--- config.mk ---
export PLATFORM = sky130hd
export DESIGN_NAME = sm_trace_buffer
export DESIGN_NICKNAME = d
export VERILOG_FILES = /design/src/rtl/sm_trace_buffer.sv
export SDC_FILE = /design/constraint.sdc
export NUM_CORES = 1
export LEC_CHECK = 0
export ABC_AREA = 1
export BUFFER_PORTS_ARGS = -buffer_cell sky130_fd_sc_hd__clkbuf_2
export CAP_MARGIN = 15
export CELL_PAD_IN_SITES_DETAIL_PLACEMENT = 0
export CELL_PAD_IN_SITES_GLOBAL_PLACEMENT = 1
export CORE_UTILIZATION = 40
export DETAILED_ROUTE_END_ITERATION = 12
export PLACE_DENSITY = 0.7
export SLEW_MARGIN = 20
export SYNTH_ARGS = -nofsm -noshare
export SYNTH_HDL_FRONTEND = slang
export SYNTH_SLANG_ARGS = --single-unit
--- constraint.sdc ---
create_clock -name clk -period 7.2 [get_ports clk]
set_clock_uncertainty 0.15 [all_clocks]
set_input_delay 1.44 -clock clk [delete_from_list [all_inputs] [get_ports clk]]
set_output_delay 1.44 -clock clk [all_outputs]
set_load 0.005 [all_outputs]
--- src/rtl/sm_trace_buffer.sv ---
// rtl/sm_trace_buffer.sv - triggered PC/instruction trace buffer with post-trigger window and timeout
module sm_trace_buffer #(
  parameter int DEPTH     = 16,
  parameter int POST_TRIG = 8,
  parameter int TIMEOUT   = 120,
  localparam int AW       = $clog2(DEPTH)
) (
  input  logic          clk,
  input  logic          rst_n,
  input  logic          arm,
  input  logic          sampleEn,
  input  logic [31:0]   pc,
  input  logic [31:0]   instr,
  input  logic [31:0]   trigPc,
  input  logic [AW-1:0] rdIdx,
  output logic [31:0]   rdPc,
  output logic [31:0]   rdInstr,
  output logic [AW:0]   count,
  output logic [AW-1:0] trigPos,
  output logic          busy,
  output logic          done,
  output logic          timeout
);

  localparam logic [1:0] S_IDLE  = 2'd0;
  localparam logic [1:0] S_ARMED = 2'd1;
  localparam logic [1:0] S_POST  = 2'd2;
  localparam logic [1:0] S_DONE  = 2'd3;

  logic [1:0]    r_state;
  logic [AW-1:0] r_wr_ptr;
  logic [AW:0]   r_count;
  logic [15:0]   r_cyc;
  logic [AW-1:0] r_post;
  logic [AW-1:0] r_ptaken;
  logic          r_trig_seen;
  logic [AW-1:0] r_trig_pos;
  logic          r_busy;
  logic          r_done;
  logic          r_timeout;
  logic [31:0]   r_rd_pc;
  logic [31:0]   r_rd_instr;
  logic [63:0]   r_mem [DEPTH];

  logic          w_cap;
  logic          w_wr;
  logic          w_hit;
  logic          w_complete;
  logic          w_tmo;
  logic [AW:0]   w_cnt_nxt;
  logic [AW-1:0] w_ptaken_nxt;
  logic          w_trig_seen_nxt;
  logic [AW-1:0] w_tpos_nxt;
  logic [1:0]    w_state_nxt;
  logic [AW-1:0] w_rd_addr;
  logic          w_rd_valid;

  // Capture-cycle event decode and next-state selection; completion beats timeout
  always_comb begin
    w_cap           = (r_state == S_ARMED) || (r_state == S_POST);
    w_wr            = w_cap && sampleEn;
    w_hit           = (r_state == S_ARMED) && w_wr && (pc == trigPc);
    w_complete      = ((r_state == S_POST) && w_wr && (r_post == AW'(1))) ||
                      (w_hit && (POST_TRIG == 0));
    w_tmo           = w_cap && (r_cyc == 16'(TIMEOUT - 1)) && !w_complete;
    w_cnt_nxt       = (w_wr && (r_count != (AW+1)'(DEPTH))) ? r_count + (AW+1)'(1) : r_count;
    w_ptaken_nxt    = r_ptaken + AW'((r_state == S_POST) && w_wr);
    w_trig_seen_nxt = r_trig_seen || w_hit;
    // Trigger entry sits (samples after it) below the newest entry; modular AW math handles full count
    w_tpos_nxt      = w_trig_seen_nxt ? (w_cnt_nxt[AW-1:0] - AW'(1) - w_ptaken_nxt) : '0;
    w_state_nxt     = r_state;
    if (w_cap) begin
      if (w_complete || w_tmo) begin
        w_state_nxt = S_DONE;
      end else if (w_hit) begin
        w_state_nxt = S_POST;
      end
    end
    w_rd_addr  = r_wr_ptr - r_count[AW-1:0] + rdIdx;
    w_rd_valid = ({1'b0, rdIdx} < r_count);
  end

  // Control state: arm restarts from any state and overrides every other event
  always_ff @(posedge clk or negedge rst_n) begin
    if (!rst_n) begin
      r_state     <= S_IDLE;
      r_wr_ptr    <= '0;
      r_count     <= '0;
      r_cyc       <= '0;
      r_post      <= '0;
      r_ptaken    <= '0;
      r_trig_seen <= 1'b0;
      r_trig_pos  <= '0;
      r_busy      <= 1'b0;
      r_done      <= 1'b0;
      r_timeout   <= 1'b0;
    end else if (arm) begin
      r_state     <= S_ARMED;
      r_wr_ptr    <= '0;
      r_count     <= '0;
      r_cyc       <= '0;
      r_post      <= '0;
      r_ptaken    <= '0;
      r_trig_seen <= 1'b0;
      r_trig_pos  <= '0;
      r_busy      <= 1'b1;
      r_done      <= 1'b0;
      r_timeout   <= 1'b0;
    end else if (w_cap) begin
      r_state     <= w_state_nxt;
      r_count     <= w_cnt_nxt;
      r_cyc       <= r_cyc + 16'd1;
      r_ptaken    <= w_ptaken_nxt;
      r_trig_seen <= w_trig_seen_nxt;
      if (w_wr) begin
        r_wr_ptr <= r_wr_ptr + AW'(1);
      end
      if (w_hit) begin
        r_post <= AW'(POST_TRIG);
      end else if ((r_state == S_POST) && w_wr) begin
        r_post <= r_post - AW'(1);
      end
      if (w_state_nxt == S_DONE) begin
        r_busy     <= 1'b0;
        r_done     <= 1'b1;
        r_timeout  <= w_tmo;
        r_trig_pos <= w_tpos_nxt;
      end
    end
  end

  // Trace storage; contents are never cleared, visibility is governed by count
  always_ff @(posedge clk) begin
    if (!arm && w_wr) begin
      r_mem[r_wr_ptr] <= {pc, instr};
    end
  end

  // Registered readout, oldest-relative; indices beyond count read as zero
  always_ff @(posedge clk or negedge rst_n) begin
    if (!rst_n) begin
      r_rd_pc    <= '0;
      r_rd_instr <= '0;
    end else if (w_rd_valid) begin
      r_rd_pc    <= r_mem[w_rd_addr][63:32];
      r_rd_instr <= r_mem[w_rd_addr][31:0];
    end else begin
      r_rd_pc    <= '0;
      r_rd_instr <= '0;
    end
  end

  assign rdPc    = r_rd_pc;
  assign rdInstr = r_rd_instr;
  assign count   = r_count;
  assign trigPos = r_trig_pos;
  assign busy    = r_busy;
  assign done    = r_done;
  assign timeout = r_timeout;

endmodule

**After elaboration in Yosys (flattened, before gate mapping)**

Memories as Yosys holds them, arrays and structs flattened.
Index checks and enable logic that the tools add are counted.

- $add $sub $neg: 9
- Multiply operators: 0
- Div/mod/pow operators: 0
- $lt $le $gt $ge: 1
- Equal/unequal tests: 7
- Shift operators: 0
- Mux-type cells: 38
- Bitwise gates (word level): 0
- Reductions and logical operators: 23

Operators by type and width:

| operator | number |
|---|---|
| 2-to-1 mux 32 bit | 2 |
| 2-to-1 mux 4 bit | 13 |
| == test 32 bit | 1 |
| 2-to-1 mux 16 bit | 2 |
| adder 16 x 1 -> 16 bit (second input constant) | 1 |
| == test 16 x 7 -> 1 bit (second input constant) | 1 |
| 2-to-1 mux 5 bit | 3 |
| 2-to-1 mux 1 bit | 13 |
| 2-to-1 mux 2 bit | 5 |
| logical AND 1 bit | 9 |
| AND reduction 2 bit | 4 |
| nonzero test 2 bit | 4 |
| subtractor 4 x 1 -> 4 bit (second input constant) | 2 |
| subtractor 4 bit | 2 |
| adder 5 x 1 -> 5 bit (second input constant) | 1 |
| < comparator 4 x 5 -> 1 bit | 1 |
| != test 5 bit (second input constant) | 1 |
| adder 4 x 1 -> 4 bit | 1 |
| adder 4 x 1 -> 4 bit (second input constant) | 1 |
| adder 4 bit | 1 |
| == test 2 bit (second input constant) | 2 |
| == test 4 x 1 -> 1 bit (second input constant) | 1 |
| logical OR 1 bit | 3 |
| nonzero test 3 bit | 1 |
| other kinds (2) | 3 |

- Flip-flop bits (word level): 107
- Latch bits: 0
- Memory bits (writable): 1024
- ROM bits: 0
- Input bits: 104
- Memories kept: 1

Memories:

| memory | depth | width | rd ports | clocked after memory_dff | wr ports | RTL line | RTL |
|---|---|---|---|---|---|---|---|
| r_mem | 16 | 64 | 1 | 0 | 1 | 43 | `logic [63:0] r_mem [DEPTH];` |

**Depth between registers and ports, before layout**

- Depth after elaboration: 14
- Depth in mapped cells: 17
- Mapped depth without buffers: 17

**Worst setup path before layout**

Ideal clock, no wire load.

- Path kind: input to register
- Start point: input port sampleEn
- End point: memory r_mem[6][0], enable pin
- Arrival time: 6338 ps
- Setup slack: 147 ps
- Cell stages on the path: 6
- Path buffers: 0
- Path through: inv_1 > nor2_2 > inv_1 > nor2_1 > inv_1 > nor3_1

- Longest elaborated chain between the ends: 4

RTL lines:

| element | RTL line | RTL |
|---|---|---|
| start: declaration | 11 | `input logic sampleEn,` |
| logical AND 1 bit | 61 | `w_wr = w_cap && sampleEn;` |
| logical AND 1 bit | 134 | `if (!arm && w_wr) begin` |
| 2-to-1 mux 1 bit | 134 |  |
| 2-to-1 mux 1 bit (implied by the code) | 135 | `r_mem[r_wr_ptr] <= {pc, instr};` |
| end: declaration | 43 |  |

Every way passes these cells.

**Worst setup path in the final report**

- Start point: input port rdIdx[1]
- End point: register r_rd_pc[9], in the netlist rdPc[9]

- Longest elaborated chain between the ends: 3
- Elaborated cells between the ends (all ways): 4
- Classes of those cells: 1 x add/sub; 1 x order compare; 1 x mux; 1 x memory

RTL lines:

| element | RTL line | RTL |
|---|---|---|
| start: declaration | 15 | `input logic [AW-1:0] rdIdx,` |
| adder 4 bit | 79 | `w_rd_addr = r_wr_ptr - r_count[AW-1:0] + rdIdx;` |
| memory read (16 x 64 bit) | - |  |
| 2-to-1 mux 32 bit * | 144 | `end else if (w_rd_valid) begin` |
| end signal: assignment | 145 | `r_rd_pc <= r_mem[w_rd_addr][63:32];` |
| end: declaration | 41 | `logic [31:0] r_rd_pc;` |

Every way passes the cells marked *; elsewhere a longest branch is shown, timed or not.
A chain may end at the register's enable or synchronous reset.

==> impl_metrics.toml <==
[layout]
utilization = 0.461
final_cells = 5437
nets = 3965
synthToLayoutAreaGrowth_pct = 13.8
layout-drive-gt1-share = 0.113

[synth]
synth_cell_types = 39
yosysTopAreaCell = "edfxtp_1"
synth_edf_count = 1024
yosysSeqAreaShare = 0.731
async_flop_share = 0.0946
syn_area_sq_mm = 0.0457
syn_area_per_cell_sq_um = 12.4
synth_common_cells = "nand2_1, edfxtp_1, a21oi_1"
synth-seq-cells = 1131
syn-instance-count = 3702
ys_dominant_reg_cell = "edfxtp_1"
synth_area_leaders = "edfxtp_1, nand2_1, dfrtp_1, a21oi_1, a32o_1"
yosysMostFrequentCell = "nand2_1"
synth_fp_nets = 3833
ys_warn_count = 0
yosysTopAreaCellShare = 0.672

[placed_design]
place_inst = 5215
dp_hpwl_microns = 62800
globalplace.congestion = 0.800
port_buffers = 179
preCtsSetupSlack_ps = 1850

[worst_setup_path]
critical_path_required_ps = 7660
crit_fanout = 134
crit_path_end_kind = "flip-flop"
rrSetupSlack_ps = 3000
startpoint_type = "primary input"
worstPathArrival_ps = 5090
r2r-end = "rdPc[9]$_DFF_PN0_"
path_class = "primary input to flip-flop"
r2r_cells = 13
r2r-start = "count[0]$_DFFE_PN0P_"

[cts]
htree_levels = 3
clk_latency_ps = 700
cts_sinks = 1131
numCtsBuffers = 116
root_buffer = "clkbuf_16"
ctsHoldBuffers = 0
cts_tree = "built"
cts.clk_slew.worst_paths_ps = 60
postCtsSetupBuffers = 0
cts_resized = 0
clock_path_buffers = 3

[worst_hold_path]
hold_depth = 2
hold_path.class = "flip-flop to flip-flop"
worstHoldEndpoint = "busy$_DFFE_PN0P_"
hp-start = "busy$_DFFE_PN0P_"

[power_and_ir_drop]
leakage_nw = 18.8
vdd_drop_max_uv = 296
power_density_mw_per_mm2 = 326

[floorplanning]
rows = 123
core-area_sq_mm = 0.113
die_width_microns = 340
start_util = 0.405
die_area_sq_mm = 0.116
io_pins = 180
die_y_microns = 340

[grt]
grt_pass1_wl_microns = 179000
grt_overflow = 0
grt_pass1_vias = 28200
antenna_found_initial = 1
grt_max_degree = 219
track_usage = 0.205

[timing]
worst_pin_slew_ps = 1150
period_needed_ps = 4630
tns_ps = 0
hold_viol = 0
rsz0062_at_grt = "no"
worst_slack_ps = 2570
post-route-period-util = 0.643
slew_headroom = 0.233
fmax_mhz = 216
setup_viol = 0
maxSlewViolCount = 0

[detailed_routing]
vias = 29100
wire_per_inst_microns = 22.0
postRouteAntennaNets = 0
first_pass_iters = 5
routed_wl_microns = 120000
via_per_inst = 5.35
drt_iter0_drc = 2509
drc = 0

[outcome]
status = "completed"

[run]
cap_violations = 0
==> state kept, by name (all words and copies together), names as in the netlist <==
name	flops
r_trig_seen	1
trigPos	4
count	5
r_ptaken	4
r_state	2
rdInstr	32
timeout	1
done	1
r_mem	1024
rdPc	32
r_wr_ptr	4
r_cyc	16
busy	1
r_post	4
==> power by group <==
part           total [mW]  internal (mW)  switching, mW
logic                3.76           1.24           2.52
registers            7.42           7.32         0.0994
clock network        5.77           3.29           2.48
total                17.0           11.9           5.10
==> metrics by stage <==
| stage | total power [mW] | hold WS, ps | cell area (sq um) |
|---|---|---|---|
| 2_1_floorplan | 10.1 | 309 | 45700 |
| 3_3_place_gp | 11.3 | 312 | 48300 |
| 3_5_place_dp | 11.3 | 321 | 48300 |
| 4_1_cts | 17.1 | 339 | 52000 |
| 5_1_grt | 17.8 | 361 | 52000 |
| 6_report | 17.0 | 333 | 52000 |
==> placed cells by master, fill, tap and decap left out, drive strengths merged, types with 3 or more instances in the layout <==
| cell | instances |
|---|---|
| bufinv | 7 |
| xnor2 | 7 |
| clkinv | 61 |
| edfxtp | 1024 |
| buf | 59 |
| nor3 | 25 |
| fa | 4 |
| nand4 | 11 |
| dfrtp | 107 |
| a32o | 126 |
| a32oi | 126 |
| nand3 | 34 |
| ha | 23 |
| o21ai | 155 |
| a21oi | 271 |
| nor2 | 152 |
| clkbuf | 327 |
| inv | 124 |
| nor4 | 4 |
| xor2 | 12 |
| nor3b | 3 |
| nand2 | 1260 |
| o22ai | 4 |
==> final cells by class <==
| class | instances | area, sq um |
|---|---|---|
| sequential | 1131 | 33400 |
| clock buffer | 149 | 3110 |
| clock inverter | 71 | 534 |
| inverter | 121 | 470 |
| antenna | 1 | 2.50 |
| multi-input combinational | 2227 | 11100 |
| tap | 1500 | 1880 |
| fill | 10300 | 60900 |
| timing repair buffer | 237 | 1510 |
==> cell families after synthesis <==
kind of cell	count (synthesis)	share of synthesized area
adder cells (fa/ha/maj)	27	0.00804
flip-flops	1131	0.731
buffers and inverters	344	0.0302
multiplexers	2	0.000492
AO/OA/AOI/OAI	688	0.0999
AND/OR/NAND/NOR	1491	0.127
XOR/XNOR	19	0.00364
==> worst max-delay path, cell delays in order <==
cell	delay, ps
clkbuf_2	90
inv_1	80
fa_1	540
inv_1	60
fa_4	820
inv_8	710
buf_12	530
a21oi_1	90
a32o_1	250
nand2_1	50
o21ai_0	80
nand2_1	70
nand2_1	70
nor2_1	110
==> routing by layer <==
metal	vias to the layer above	share of wire	global-route usage	routed length, microns
met4	0	0.019	0.0494	2310
met2	826	0.47	0.334	56400
met1	14500	0.45	0.290	54100
met3	150	0.056	0.0302	6730
met5	-	0	0	0
li1	13600	-	-	-
==> worst max path at each step <==
stage                     depth (start not counted)  slack, ps  startpoint                    end
after floorplan                                   6        150    sampleEn  r_mem[6][0]$_DFFE_PP_
final                                            14       2570    rdIdx[1]      rdPc[9]$_DFF_PN0_
after global routing                             14       2370    rdIdx[1]     rdPc[12]$_DFF_PN0_
after global placement                           14       1880    rdIdx[1]      rdPc[9]$_DFF_PN0_
after CTS                                        14       2600    rdIdx[1]      rdPc[9]$_DFF_PN0_
after detailed placement                         14       1850    rdIdx[1]      rdPc[9]$_DFF_PN0_
Power figures use the tool's default switching activity.
